<file path="src/rtl/torso_pkg.sv">
// rtl/torso_pkg.sv - shared constants, FSM encodings and LFSR step for the rectangle sequencer
package torso_pkg;

    localparam logic [9:0]  H_VISIBLE = 10'd640;
    localparam logic [9:0]  V_VISIBLE = 10'd480;
    localparam logic [15:0] LFSR_MASK = 16'hB400;

    typedef enum logic [1:0] {
        IDLE = 2'd0,
        GEN  = 2'd1,
        HOLD = 2'd2
    } seq_state_e;

    // Order in which the four coordinate candidates are drawn.
    typedef enum logic [1:0] {
        DRAW_XA = 2'd0,
        DRAW_XB = 2'd1,
        DRAW_YA = 2'd2,
        DRAW_YB = 2'd3
    } draw_stage_e;

    // Galois right shift: the bit falling off the bottom folds the mask back in.
    function automatic logic [15:0] lfsr_step(input logic [15:0] v);
        lfsr_step = v[0] ? ((v >> 1) ^ LFSR_MASK) : (v >> 1);
    endfunction

endpackage

</file>
<file path="src/rtl/rect_lfsr.sv">
// rtl/rect_lfsr.sv - 16-bit Galois LFSR that steps only when advance is high
module rect_lfsr
    import torso_pkg::*;
#(
    parameter logic [15:0] SEED = 16'hACE1
) (
    input  logic        clk,
    input  logic        rst,
    input  logic        advance,
    output logic [15:0] value
);

    logic [15:0] value_q;

    always_ff @(posedge clk or posedge rst) begin
        if (rst) begin
            value_q <= SEED;
        end else if (advance) begin
            value_q <= lfsr_step(value_q);
        end
    end

    assign value = value_q;

endmodule

</file>
<file path="src/rtl/rect_sequencer.sv">
// rtl/rect_sequencer.sv - draws random rectangles into shadow registers and commits them on frame boundaries
module rect_sequencer
    import torso_pkg::*;
#(
    parameter int unsigned FRAMES_PER_RECT = 60,
    parameter logic [15:0] LFSR_SEED       = 16'hACE1
) (
    input  logic       clk,
    input  logic       rst,
    input  logic       enable,
    input  logic       frame_tick,
    input  logic [9:0] pixel,
    input  logic [9:0] line,
    input  logic       visible,
    output logic [9:0] rect_x0,
    output logic [9:0] rect_x1,
    output logic [9:0] rect_y0,
    output logic [9:0] rect_y1,
    output logic [1:0] rect_color,
    output logic       rect_valid,
    output logic       in_rect,
    output logic [7:0] rect_count
);

    localparam logic [7:0] FPR_LAST = 8'(FRAMES_PER_RECT - 1);

    seq_state_e  state_q;
    draw_stage_e stage_q;
    logic [7:0]  frame_cnt_q;
    logic [9:0]  xa_q, ya_q;
    logic [9:0]  sx0_q, sx1_q, sy0_q, sy1_q;
    logic [1:0]  scol_q;
    logic        shadow_ready_q;
    logic [9:0]  rect_x0_q, rect_x1_q, rect_y0_q, rect_y1_q;
    logic [1:0]  rect_color_q;
    logic        rect_valid_q;
    logic [7:0]  rect_count_q;
    logic        in_rect_q;

    logic [15:0] lfsr_value;
    logic        lfsr_advance;
    logic [9:0]  cand;
    logic        cand_ok;
    logic [9:0]  cand_lo, cand_hi;
    logic [7:0]  frame_cnt_d;
    logic        commit_d;
    logic        in_rect_d;
    logic        unused_lfsr_bits;

    // The generator only consumes randomness while actively drawing.
    assign lfsr_advance = enable && (state_q == GEN);

    rect_lfsr #(
        .SEED(LFSR_SEED)
    ) u_lfsr (
        .clk     (clk),
        .rst     (rst),
        .advance (lfsr_advance),
        .value   (lfsr_value)
    );

    assign cand             = lfsr_value[9:0];
    assign unused_lfsr_bits = ^lfsr_value[13:10];

    always_comb begin
        cand_ok = 1'b0;
        cand_lo = cand;
        cand_hi = cand;
        case (stage_q)
            DRAW_XA: cand_ok = (cand < H_VISIBLE);
            DRAW_XB: begin
                cand_ok = (cand < H_VISIBLE) && (cand != xa_q);
                cand_lo = (cand < xa_q) ? cand : xa_q;
                cand_hi = (cand < xa_q) ? xa_q : cand;
            end
            DRAW_YA: cand_ok = (cand < V_VISIBLE);
            DRAW_YB: begin
                cand_ok = (cand < V_VISIBLE) && (cand != ya_q);
                cand_lo = (cand < ya_q) ? cand : ya_q;
                cand_hi = (cand < ya_q) ? ya_q : cand;
            end
            default: cand_ok = 1'b0;
        endcase
    end

    assign frame_cnt_d = (frame_cnt_q == 8'hFF) ? 8'hFF : frame_cnt_q + 8'd1;
    assign commit_d    = frame_tick && shadow_ready_q && (frame_cnt_q >= FPR_LAST);

    always_ff @(posedge clk or posedge rst) begin
        if (rst) begin
            state_q        <= IDLE;
            stage_q        <= DRAW_XA;
            frame_cnt_q    <= 8'd0;
            xa_q           <= 10'd0;
            ya_q           <= 10'd0;
            sx0_q          <= 10'd0;
            sx1_q          <= 10'd0;
            sy0_q          <= 10'd0;
            sy1_q          <= 10'd0;
            scol_q         <= 2'd0;
            shadow_ready_q <= 1'b0;
            rect_x0_q      <= 10'd0;
            rect_x1_q      <= 10'd0;
            rect_y0_q      <= 10'd0;
            rect_y1_q      <= 10'd0;
            rect_color_q   <= 2'd0;
            rect_valid_q   <= 1'b0;
            rect_count_q   <= 8'd0;
        end else if (!enable) begin
            // Blanking waits for a frame boundary so the picture never tears.
            state_q        <= IDLE;
            stage_q        <= DRAW_XA;
            shadow_ready_q <= 1'b0;
            if (frame_tick) begin
                rect_valid_q <= 1'b0;
            end
        end else begin
            case (state_q)
                IDLE: begin
                    state_q     <= GEN;
                    stage_q     <= DRAW_XA;
                    frame_cnt_q <= FPR_LAST;
                    if (frame_tick) begin
                        rect_valid_q <= 1'b0;
                    end
                end
                GEN: begin
                    if (frame_tick) begin
                        frame_cnt_q <= frame_cnt_d;
                    end
                    if (cand_ok) begin
                        case (stage_q)
                            DRAW_XA: begin
                                xa_q    <= cand;
                                stage_q <= DRAW_XB;
                            end
                            DRAW_XB: begin
                                sx0_q   <= cand_lo;
                                sx1_q   <= cand_hi;
                                stage_q <= DRAW_YA;
                            end
                            DRAW_YA: begin
                                ya_q    <= cand;
                                stage_q <= DRAW_YB;
                            end
                            default: begin
                                sy0_q          <= cand_lo;
                                sy1_q          <= cand_hi;
                                scol_q         <= lfsr_value[15:14];
                                shadow_ready_q <= 1'b1;
                                stage_q        <= DRAW_XA;
                                state_q        <= HOLD;
                            end
                        endcase
                    end
                end
                HOLD: begin
                    if (commit_d) begin
                        rect_x0_q      <= sx0_q;
                        rect_x1_q      <= sx1_q;
                        rect_y0_q      <= sy0_q;
                        rect_y1_q      <= sy1_q;
                        rect_color_q   <= scol_q;
                        rect_valid_q   <= 1'b1;
                        rect_count_q   <= rect_count_q + 8'd1;
                        frame_cnt_q    <= 8'd0;
                        shadow_ready_q <= 1'b0;
                        stage_q        <= DRAW_XA;
                        state_q        <= GEN;
                    end else if (frame_tick) begin
                        frame_cnt_q <= frame_cnt_d;
                    end
                end
                default: state_q <= IDLE;
            endcase
        end
    end

    assign in_rect_d = visible && rect_valid_q
                    && (pixel >= rect_x0_q) && (pixel <= rect_x1_q)
                    && (line  >= rect_y0_q) && (line  <= rect_y1_q);

    always_ff @(posedge clk or posedge rst) begin
        if (rst) begin
            in_rect_q <= 1'b0;
        end else begin
            in_rect_q <= in_rect_d;
        end
    end

    assign rect_x0    = rect_x0_q;
    assign rect_x1    = rect_x1_q;
    assign rect_y0    = rect_y0_q;
    assign rect_y1    = rect_y1_q;
    assign rect_color = rect_color_q;
    assign rect_valid = rect_valid_q;
    assign in_rect    = in_rect_q;
    assign rect_count = rect_count_q;

endmodule
</file>
<file path="config.mk">
export PLATFORM = sky130hd
export DESIGN_NAME = rect_sequencer
export DESIGN_NICKNAME = d
export VERILOG_FILES = /design/src/rtl/torso_pkg.sv /design/src/rtl/rect_lfsr.sv /design/src/rtl/rect_sequencer.sv
export SDC_FILE = /design/constraint.sdc
export NUM_CORES = 1
export LEC_CHECK = 0
export BUFFER_PORTS_ARGS = -buffer_cell sky130_fd_sc_hd__buf_4
export CAP_MARGIN = 10
export CORE_ASPECT_RATIO = 1.5
export CORE_MARGIN = 8
export CORE_UTILIZATION = 35
export DETAILED_ROUTE_END_ITERATION = 12
export PLACE_DENSITY = 0.59
export SETUP_SLACK_MARGIN = 0.02
export SYNTH_ARGS = -nofsm -noshare
export SYNTH_HDL_FRONTEND = slang
export SYNTH_SLANG_ARGS = --single-unit
</file>
<file path="constraint.sdc">
create_clock -name clk -period 11.5 [get_ports clk]
set_input_delay 0.575 -clock clk [delete_from_list [all_inputs] [get_ports clk]]
set_output_delay 0.575 -clock clk [all_outputs]
set_load 0.02 [all_outputs]
</file>
==> After elaboration in Yosys (flattened, before gate mapping) <==
Cells that the tools add are included.
{ "totals": {"register_bits": 143, "elab_cells": 102, "in_bits": 25, "output_inout_bits": 52} }
{ "op_classes": {"order_cmp": 9, "eq_ne": 14, "n_mux": 31, "bitwise": 2, "n_reduce_logical": 24, "n_addsub": 2} }
{ "ops": {"columns": ["op", "count"], "rows": [
  ["10-bit 2-to-1 mux", 4],
  ["10-bit case mux with 2 select lines", 2],
  ["8-bit 2-to-1 mux", 3],
  ["8-bit case mux with 3 select lines", 1],
  ["10-bit >= comparator", 2],
  ["10-bit <= comparator", 2],
  ["10-bit < comparator", 2],
  ["10-bit inequality test", 2],
  ["4-bit AND reduction", 5],
  ["2-bit case mux with 3 select lines", 3],
  ["8-bit by 1-bit adder with 8-bit output, second input constant", 2],
  ["16-bit 2-to-1 mux", 1],
  ["2-bit 2-to-1 mux", 7],
  ["1-bit logical AND", 10],
  ["10-bit < comparator, second input constant", 1],
  ["10-bit by 9-bit < comparator with 1-bit output, second input constant", 1],
  ["3-bit inequality test, second input constant", 3],
  ["3-bit AND reduction", 3],
  ["8-bit == test, second input constant", 1],
  ["8-bit by 6-bit >= comparator with 1-bit output, second input constant", 1],
  ["1-bit 2-to-1 mux", 7],
  ["2-bit == test, second input constant", 3],
  ["3-bit by 1-bit inequality test with 1-bit output, second input constant", 2],
  ["2-bit by 1-bit == test with 1-bit output, second input constant", 2],
  ["9 further kinds", 12]
]} }

==> Depth between registers and ports, before layout <==
Gate-level depths: netlist of run 1.
{ "depth": {"word_depth": 6, "ltp_mapped": 11, "ltp_nobuf": 8} }

==> Cells and area by module <==
A second synthesis of run 1 with hierarchy kept.
{ "hier_totals": {"cells_unflattened": 810, "hier_area_um2": 7996.4} }
{ "by_module_without_submodules": {"columns": ["module", "cells_per_inst", "seq_area_each_um2", "area_per_inst_um2", "instances"], "rows": [
  ["rect_sequencer", 769, 3178.0, 7337.0, 1],
  ["rect_lfsr", 41, 410.4, 659.4, 1]
]} }

==> Worst setup path before layout of run 1 <==
OpenSTA, ideal clock, no wires.
{ "synth_path": {"path_type": "reg2reg", "startpoint": "reg u_lfsr.value_q[0], in the netlist u_lfsr.value[0]", "endpoint": "reg ya_q[0]", "setup_ns": 0.125, "required_time_ns": 11.375, "period_less_slack_ns": 2.582, "slack_ns": 8.918, "arrival_time_ns": 2.457, "stages_incl_launch_ff": 11, "path_cell_list": "dfstp_2 -> buf_6 -> inv_1 -> ha_1 -> nand3b_1 -> or3_1 -> a221oi_4 -> nor2_2 -> and3_1 -> buf_6 -> mux2_4"} }
{ "synth_between": {"elab_chain_cells": 4, "elab_cells_between_ends": 8, "classes_between": "2 x order compare; 2 x eq/ne; 1 x mux; 3 x reduce/logical"} }
{ "synth_lines": {"columns": ["item", "line", "source"], "rows": [
  ["start, declared", "rect_lfsr.sv:13", "logic [15:0] value_q;"],
  ["start signal, assigned", "rect_lfsr.sv:19", "value_q <= lfsr_step(value_q);"],
  ["10-bit by 9-bit < comparator with 1-bit output, or another cell as far along", "rect_sequencer.sv:76, rect_sequencer.sv:78", null],
  ["1-bit logical AND (on tied branches)", "rect_sequencer.sv:78, rect_sequencer.sv:72", null],
  ["1-bit case mux with 4 select lines", "rect_sequencer.sv:69", "case (stage_q)"],
  ["4-bit AND reduction (no source line)", null, null],
  ["end signal, assigned", "rect_sequencer.sv:143", "ya_q <= cand;"],
  ["end, declared", "rect_sequencer.sv:30", "logic [9:0] xa_q, ya_q;"]
]} }
Several ways; a longest one is shown, not always the timed one.
A chain may end at the register's enable or synchronous reset.

==> Worst setup path in the final report of run 1 <==
{ "layout_path": {"startpoint": "reg stage_q[0]", "endpoint": "reg ya_q[3]"} }
{ "layout_between": {"elab_chain_cells": 3, "elab_cells_between_ends": 6, "classes_between": "3 x eq/ne; 1 x mux; 2 x reduce/logical"} }
{ "layout_lines": {"columns": ["item", "line", "source"], "rows": [
  ["start, declared", "rect_sequencer.sv:28", "draw_stage_e stage_q;"],
  ["start signal, assigned", "rect_sequencer.sv:92", "stage_q <= DRAW_XA;"],
  ["start signal, assigned", "rect_sequencer.sv:112", "stage_q <= DRAW_XA;"],
  ["start signal, assigned", "rect_sequencer.sv:121", "stage_q <= DRAW_XA;"],
  ["2-bit == test, or another cell as far along", "rect_sequencer.sv:69", null],
  ["1-bit case mux with 4 select lines", "rect_sequencer.sv:69", null],
  ["4-bit AND reduction (no source line) (*)", null, null]
]} }
Mark *: on every way between the ends. The rest lies on a longest branch, timed or not.

==> results of run 1 <==
==> metrics by stage <==
stage               setup slack (ps)  cells  cell area [um2]
CTS                             8397   1202             9384
finish                          8391   1202             9384
detailed placement              8412   1170             8781
global route                    8148   1202             9384
global placement                8461   1170             8781
floorplan                       7100    851             8040
==> power groups by stage <==
stage,sequential [mW],clock (mW),combinational [mW]
final,0.715,0.557,0.820
after detailed placement,0.724,0,0.824
after global routing,0.729,0.589,0.913
after global placement,0.723,0,0.816
after CTS,0.716,0.570,0.827
after floorplan,0.666,0,0.608
==> path summary, 6_finish.rpt <==
path,end,slack [ps],cells past startpoint
min in group clk,state_q[0]$_DFFE_PP0P_,450,3
worst min register to register,rect_count[7]$_DFFE_PP0P_,470,1
worst min-delay path,rect_x0[2]$_DFFE_PP0P_,310,2
max in group asynchronous,sy0_q[7]$_DFFE_PP0P_,9930,3
worst max register to register,ya_q[3]$_DFFE_PP0P_,8390,7
worst max-delay path,ya_q[3]$_DFFE_PP0P_,8390,7
==> metal layers <==
layer,share of wire (%),global-route usage (%),vias to the layer above
met5,0,0,-
met4,2.7,6.968,0
met1,38,15.47,3044
met3,3.3,2.966,30
met2,56,29.73,135
li1,-,-,3098
==> state kept, by name, summed over array words and instances, names as in the netlist, 2 cells and up <==
name,cells
u_lfsr.value,16
rect_x0,10
rect_x1,10
rect_y0,10
rect_y1,10
sx0_q,10
sx1_q,10
sy0_q,10
sy1_q,10
xa_q,10
ya_q,10
frame_cnt_q,8
rect_count,8
rect_color,2
scol_q,2
stage_q,2
state_q,2
==> cell families after synthesis <==
logic type	Yosys count
buf+inv	113
compound gates	209
xor+xnor	10
fa+ha+maj	70
mux	40
simple gates	266
flops	143
==> Yosys cell counts (5+ instances only) <==
library cell,instances
a211oi_1,5
a21o_1,6
a21oi_1,53
a41oi_1,5
buf_1,6
clkbuf_1,29
dfrtp_1,135
dfstp_2,8
ha_1,70
inv_1,69
mux2_2,20
mux2_4,10
mux2i_1,10
nand2_1,144
nand2b_1,6
nand3_1,31
nand4_1,11
nor2_1,41
o2111ai_1,6
o211ai_1,11
o21ai_0,73
o22a_1,23
or3_1,12
xnor2_1,6
==> cells in the final DEF (no fill, tap or decap), drive strengths merged, types with 4 or more instances in the layout <==
cell type / netlist / routed
a21o: 6 / 6
and3: 4 / 4
nor2: 42 / 42
buf: 13 / 83
o21ai: 73 / 73
dfstp: 8 / 8
mux2: 30 / 30
dfrtp: 135 / 135
nor2b: 4 / 4
clkbuf: 29 / 22
a41oi: 5 / 5
xnor2: 6 / 6
or3: 12 / 12
nand2: 144 / 144
ha: 70 / 70
xor2: 4 / 4
nand4: 12 / 12
o21a: 4 / 4
clkinv: 0 / 6
a21oi: 53 / 53
a31oi: 4 / 4
o22a: 23 / 23
a211oi: 5 / 5
o211ai: 11 / 11
nand2b: 6 / 6
mux2i: 10 / 10
nand3: 31 / 31
inv: 69 / 69
o2111ai: 6 / 6
==> cell type report <==
class | instances | area, um2 | area share (%)
clock inverter | 10 | 108.9 | 1.160
inverter | 69 | 264.0 | 2.813
tap | 280 | 350.3 | 3.733
timing repair buffer | 83 | 623.1 | 6.640
sequential | 143 | 3588 | 38.24
multi-input combinational | 595 | 3955 | 42.15
clock buffer | 22 | 494.2 | 5.267
==> results.cfg, run 1 <==
[pwr]
share_comb_of_total_power_pct = 39.2
pwr_density_cell_mw_per_mm2 = 222.9
p_clk_share_pct = 26.6
vdd_drop_max_mv = 0.1615
power.leakage_nw = 4.449
seqPwrFrac_pct = 34.2
internal_power_mw = 1.228
power_switching_uw = 864.3
p_total_mw = 2.092
swShare_pct = 41.32

[timing]
slew_violations = 0
rsz0062_at_grt = no
whs_ps = 305.2
fin_crit_sh_pct = 27.04
setup_viol = 0
tightest_slew_ps = 972.9
fin_skew_ps = 6.802
fmax_ghz = 0.3216
hold_violations = 0
slew_headroom_pct = 34.32
fin_crit_ps = 3109
fin_setup_tns_ps = 0

[synthesis]
synth-xor-area-share_pct = 1.089
synth_fa_ha_area_share_pct = 10.89
synth.net_count = 946
synthFlopType = dfrtp_1
netlist_instances = 851
ys_seq_area_share_pct = 44.63
synth_top_family_by_area = compound AO/OA/AOI/OAI gates
synth_area_mm2 = 0.008040
synth_area_per_cell_um2 = 9.448
synth_top_cell_area_share_pct = 42.02
synth-simple-area-share_pct = 14.63
synth-edff-count = 0
yosys-top-cells-area = dfrtp_1 (42%), ha_1 (11%), nand2_1 (6.7%)
yosys_register_bits = 143
async_flop_share_pct = 100.0
synth_compound_area_share_pct = 16.51
yosysTopAreaCell = dfrtp_1
synth.area.mux_share_pct = 5.913
synth_cell_types = 51
yosysWarnings = 0

[placed_design]
routabilityCongestion = 0.8699
numPortBuffers = 76
hpwlAfterDp_um = 15850

[routing]
viasPerCell = 5.247
drc = 0
antenna_left = 0
finalWirelength_um = 20960
first_iter_violations = 349
vias = 6307
dr.pass1.iters = 4
routedWlPerCell_um = 17.44

[floorplan]
start_util_pct = 35.26
core_mm2 = 0.02280
die_width_um = 139.8
num_rows = 68
die_h_um = 201.6
die_area_mm2 = 0.02818
io_pins = 77

[worst_setup_path]
startpoint = stage_q[0]$_DFFE_PP0P_
worstPathArrival_ps = 3420
path_class = reg2reg
cp_top_family = simple AND/OR/NAND/NOR gates
crit_chain = ha_1, o21bai_1, a41oi_1, a221oi_4, nor2_2, and3_1, mux2_4
worstReg2RegStart = stage_q[0]$_DFFE_PP0P_
crit_required_ps = 11810
max_stage_delay_ps = 800
cp_max_fo = 27
end_kind = flip-flop
cpMaxStageDelayCell = ha_1
start_kind = flip-flop
crit_buf_inv = 0

[final_layout]
final_nets = 1004
fillers = 2302
area_growth_syn_to_layout_pct = 16.71
num_antenna_cells = 0
post_route_cells_drive_above_1_share_pct = 17.57
utilization_pct = 41.15

[cts]
post_cts_resize_count = 0
cts_tree = built
clock_path_buffers = 2
root_buffer = clkbuf_16
cts_buffers = 17
cts_hold_buffers = 0
cts_num_sinks = 143
postCtsSetupBuffers = 0
htree_levels = 4
worstSkewPairLatency_ps = 430
path_clk_slew_ps = 60

[worst_hold_path]
worstHoldPathType = in2async

[global_routing]
antenna_found_initial = 0
grt_max_degree = 87
grtUsageTotal_pct = 15.40
grt_pass1_wl_um = 34260
first_global_vias = 6454
grt_remaining_overflow = 0

[job]
maxCapViolations = 0

[outcome]
outcome = completed
Note: power is estimated with default switching activity, not from simulation.
==> run 2: changes to the inputs <==
--- a/config.mk
+++ b/config.mk
@@ -5,13 +5,14 @@
 export SDC_FILE = /design/constraint.sdc
 export NUM_CORES = 1
 export LEC_CHECK = 0
+export ABC_AREA = 1
 export BUFFER_PORTS_ARGS = -buffer_cell sky130_fd_sc_hd__buf_4
 export CAP_MARGIN = 10
 export CORE_ASPECT_RATIO = 1.5
 export CORE_MARGIN = 8
 export CORE_UTILIZATION = 35
 export DETAILED_ROUTE_END_ITERATION = 12
-export PLACE_DENSITY = 0.59
+export PLACE_DENSITY = 0.61
 export SETUP_SLACK_MARGIN = 0.02
 export SYNTH_ARGS = -nofsm -noshare
 export SYNTH_HDL_FRONTEND = slang
==> constraint.sdc (replaced) <==
create_clock -name clk -period 2.8 [get_ports clk]
set_input_delay 0.14 -clock clk [delete_from_list [all_inputs] [get_ports clk]]
set_output_delay 0.14 -clock clk [all_outputs]
set_load 0.02 [all_outputs]
==> results.cfg, run 2 <==
[final_layout]
largest_register_ffs = 16
area_growth_syn_to_layout_pct = 18.58
post_route_cells_drive_above_1_share_pct = 13.33
design_area_mm2 = 0.009887
mostFrequentLayoutCell = nand2_1
num_antenna_cells = 0
fillers = 2416
final_nets = 1252
layout_common_cells = nand2_1 (374), dfrtp_1 (135), inv_1 (115), buf_4 (97), nand3_1 (88)

[placed_design]
place_area_mm2 = 0.009301
routabilityCongestion = 0.8867
hpwlAfterDp_um = 17730
numPortBuffers = 76
pre_cts_ws_ps = 166.9

[cts]
path_clk_slew_ps = 70
worstSkewPairLatency_ps = 430
postCtsSetupBuffers = 0
cts_num_sinks = 143
clock_path_buffers = 2
root_buffer = clkbuf_16
cts_buffers = 17
cts_tree = built
htree_levels = 4

[floorplan]
num_rows = 69
die_width_um = 142.0
start_util_pct = 35.38
core_mm2 = 0.02357
io_pins = 77
die_h_um = 205.0
die_area_mm2 = 0.02912

[timing]
slew_violations = 0
fin_skew_ps = 9.340
setup_viol = 0
hold_violations = 0
rsz0062_at_grt = no
tightest_slew_ps = 850.4
slew_headroom_pct = 43.19
fmax_ghz = 0.3776
fin_setup_tns_ps = 0
fin_crit_sh_pct = 94.57
fin_ws_ps = 152.0
fin_crit_ps = 2648

[routing]
first_iter_violations = 471
vias = 7516
drc = 0
viasPerCell = 5.048
antenna_left = 0
dr.pass1.iters = 5
routedWlPerCell_um = 15.96
finalWirelength_um = 23760

[synthesis]
synth_area_mm2 = 0.008338
synthFlopType = dfrtp_1
synth_most_common_cell = nand2_1
yosys-top-cells-area = dfrtp_1 (41%), nand2_1 (17%), ha_1 (11%)
synth_top_cell_area_share_pct = 40.52
yosys_register_bits = 143
synth_commonest_cells = nand2_1 (374), dfrtp_1 (135), inv_1 (117)
netlist_instances = 1082
yosysWarnings = 0
synth_cell_types = 34
synth_area_per_cell_um2 = 7.706
async_flop_share_pct = 100.0
synth.net_count = 1177
yosysTopAreaCell = dfrtp_1
synth-edff-count = 0
ys_seq_area_share_pct = 43.04

[job]
maxCapViolations = 0

[worst_hold_path]
hp-start = frame_tick
worstHoldPathType = in2reg

[global_routing]
antenna_found_initial = 0
grtUsageTotal_pct = 16.31
grt_pass1_wl_um = 37830
grt_max_degree = 89
grt_remaining_overflow = 0
first_global_vias = 7351

[pwr]
vdd_drop_max_mv = 0.7878
pwr_density_cell_mw_per_mm2 = 1053
power.leakage_nw = 5.258

[worst_setup_path]
worstPathArrival_ps = 2970
startpoint = u_lfsr.value[0]$_DFFE_PP1P_
cp_max_fo = 13
crit_required_ps = 3120
worstReg2RegStart = u_lfsr.value[0]$_DFFE_PP1P_
start_kind = flip-flop
end_kind = flip-flop
path_class = reg2reg

[outcome]
outcome = completed
==> run 2: changes by cell type in the layout (fill, tap and decap cells not counted), moves of 10 or more <==
cell,before,now
nand3_1,31,88
mux2i_1,10,0
buf_4,83,97
or3_1,12,0
inv_1,68,115
nand4_1,11,51
mux2_4,10,0
a21oi_1,53,25
o22a_1,23,0
o21ai_1,0,15
mux2_2,20,0
nand2_1,144,374
==> run 2: kinds of logic after synthesis <==
logic type,synth area share [%]
AOI/OAI and AO/OA,8.403
xor gates and xnor gates,1.050
adders and majority gates,10.50
buffers and inverters,8.178
DFF,43.04
and+or+nand+nor,28.83
==> run 2: where the power goes <==
part	switching (mW)	internal, mW	leakage [nW]
logic	3.73	1.87	3.27
registers	0.271	2.40	1.73
clock network	0.991	1.16	0.257
total	4.99	5.42	5.26
==> run 2: layout make-up <==
| cell class | instances | area, um2 | area share [%] |
|---|---|---|---|
| Timing Repair Buffer | 101 | 798.3 | 8.074 |
| Multi-Input combinational cell | 771 | 4075 | 41.22 |
| Timing Repair inverter | 2 | 15.01 | 0.1519 |
| Inverter | 121 | 461.7 | 4.670 |
| Clock buffer | 18 | 429.2 | 4.341 |
| Clock inverter | 14 | 120.1 | 1.215 |
| Sequential cell | 143 | 3588 | 36.29 |
| Tap cell | 319 | 399.1 | 4.037 |
==> run 2: stage by stage <==
| step | total power [mW] | hold slack (ps) | util, % | instances |
|---|---|---|---|---|
| finish | 10.41 | 104.6 | 41.95 | 1489 |
| global route | 11.11 | 130.6 | 41.95 | 1489 |
| CTS | 10.32 | 95.78 | 41.84 | 1487 |
| detailed placement | 8.113 | 347.3 | 39.46 | 1454 |
| global placement | 8.049 | 353.0 | 39.46 | 1454 |
| floorplan | 6.633 | 340.1 | - | 1082 |
==> run 2: final timing paths <==
path | cells after the start | slack (ps) | endpoint
max in group asynchronous | 4 | 1480 | u_lfsr.value[10]$_DFFE_PP1P_
min in group asynchronous | 3 | 440 | rect_valid$_DFFE_PP0P_
worst min register to register | 2 | 470 | ya_q[7]$_DFFE_PP0P_
worst max register to register | 11 | 150 | sy1_q[9]$_DFFE_PP0P_
worst min-delay path | 4 | 100 | rect_valid$_DFFE_PP0P_
worst max-delay path | 11 | 150 | sy1_q[9]$_DFFE_PP0P_
==> run 2: critical path: stages (launching register included) <==
cell	delay, ps
dfstp_2	630
inv_1	180
ha_1	220
o21bai_1	260
nand3_1	140
nand3_1	390
buf_4	260
nand2_1	60
nand3_1	60
nand3_1	170
nand2_1	130
nand2_1	50
==> run 2: layer usage <==
layer | global-route usage, % | wire (um) | share of wire [%]
met2 | 30.40 | 12820 | 54
met4 | 8.741 | 935 | 3.9
met5 | 0 | 0 | 0
met1 | 17.12 | 8944 | 38
met3 | 2.566 | 1062 | 4.5
==> run 2: repair_timing <==
item,4_1_cts,5_1_grt
resized for setup,0,5
endpoints found under the setup margin,0,20
hold buffers,1,0
endpoints found under the hold margin,32,0
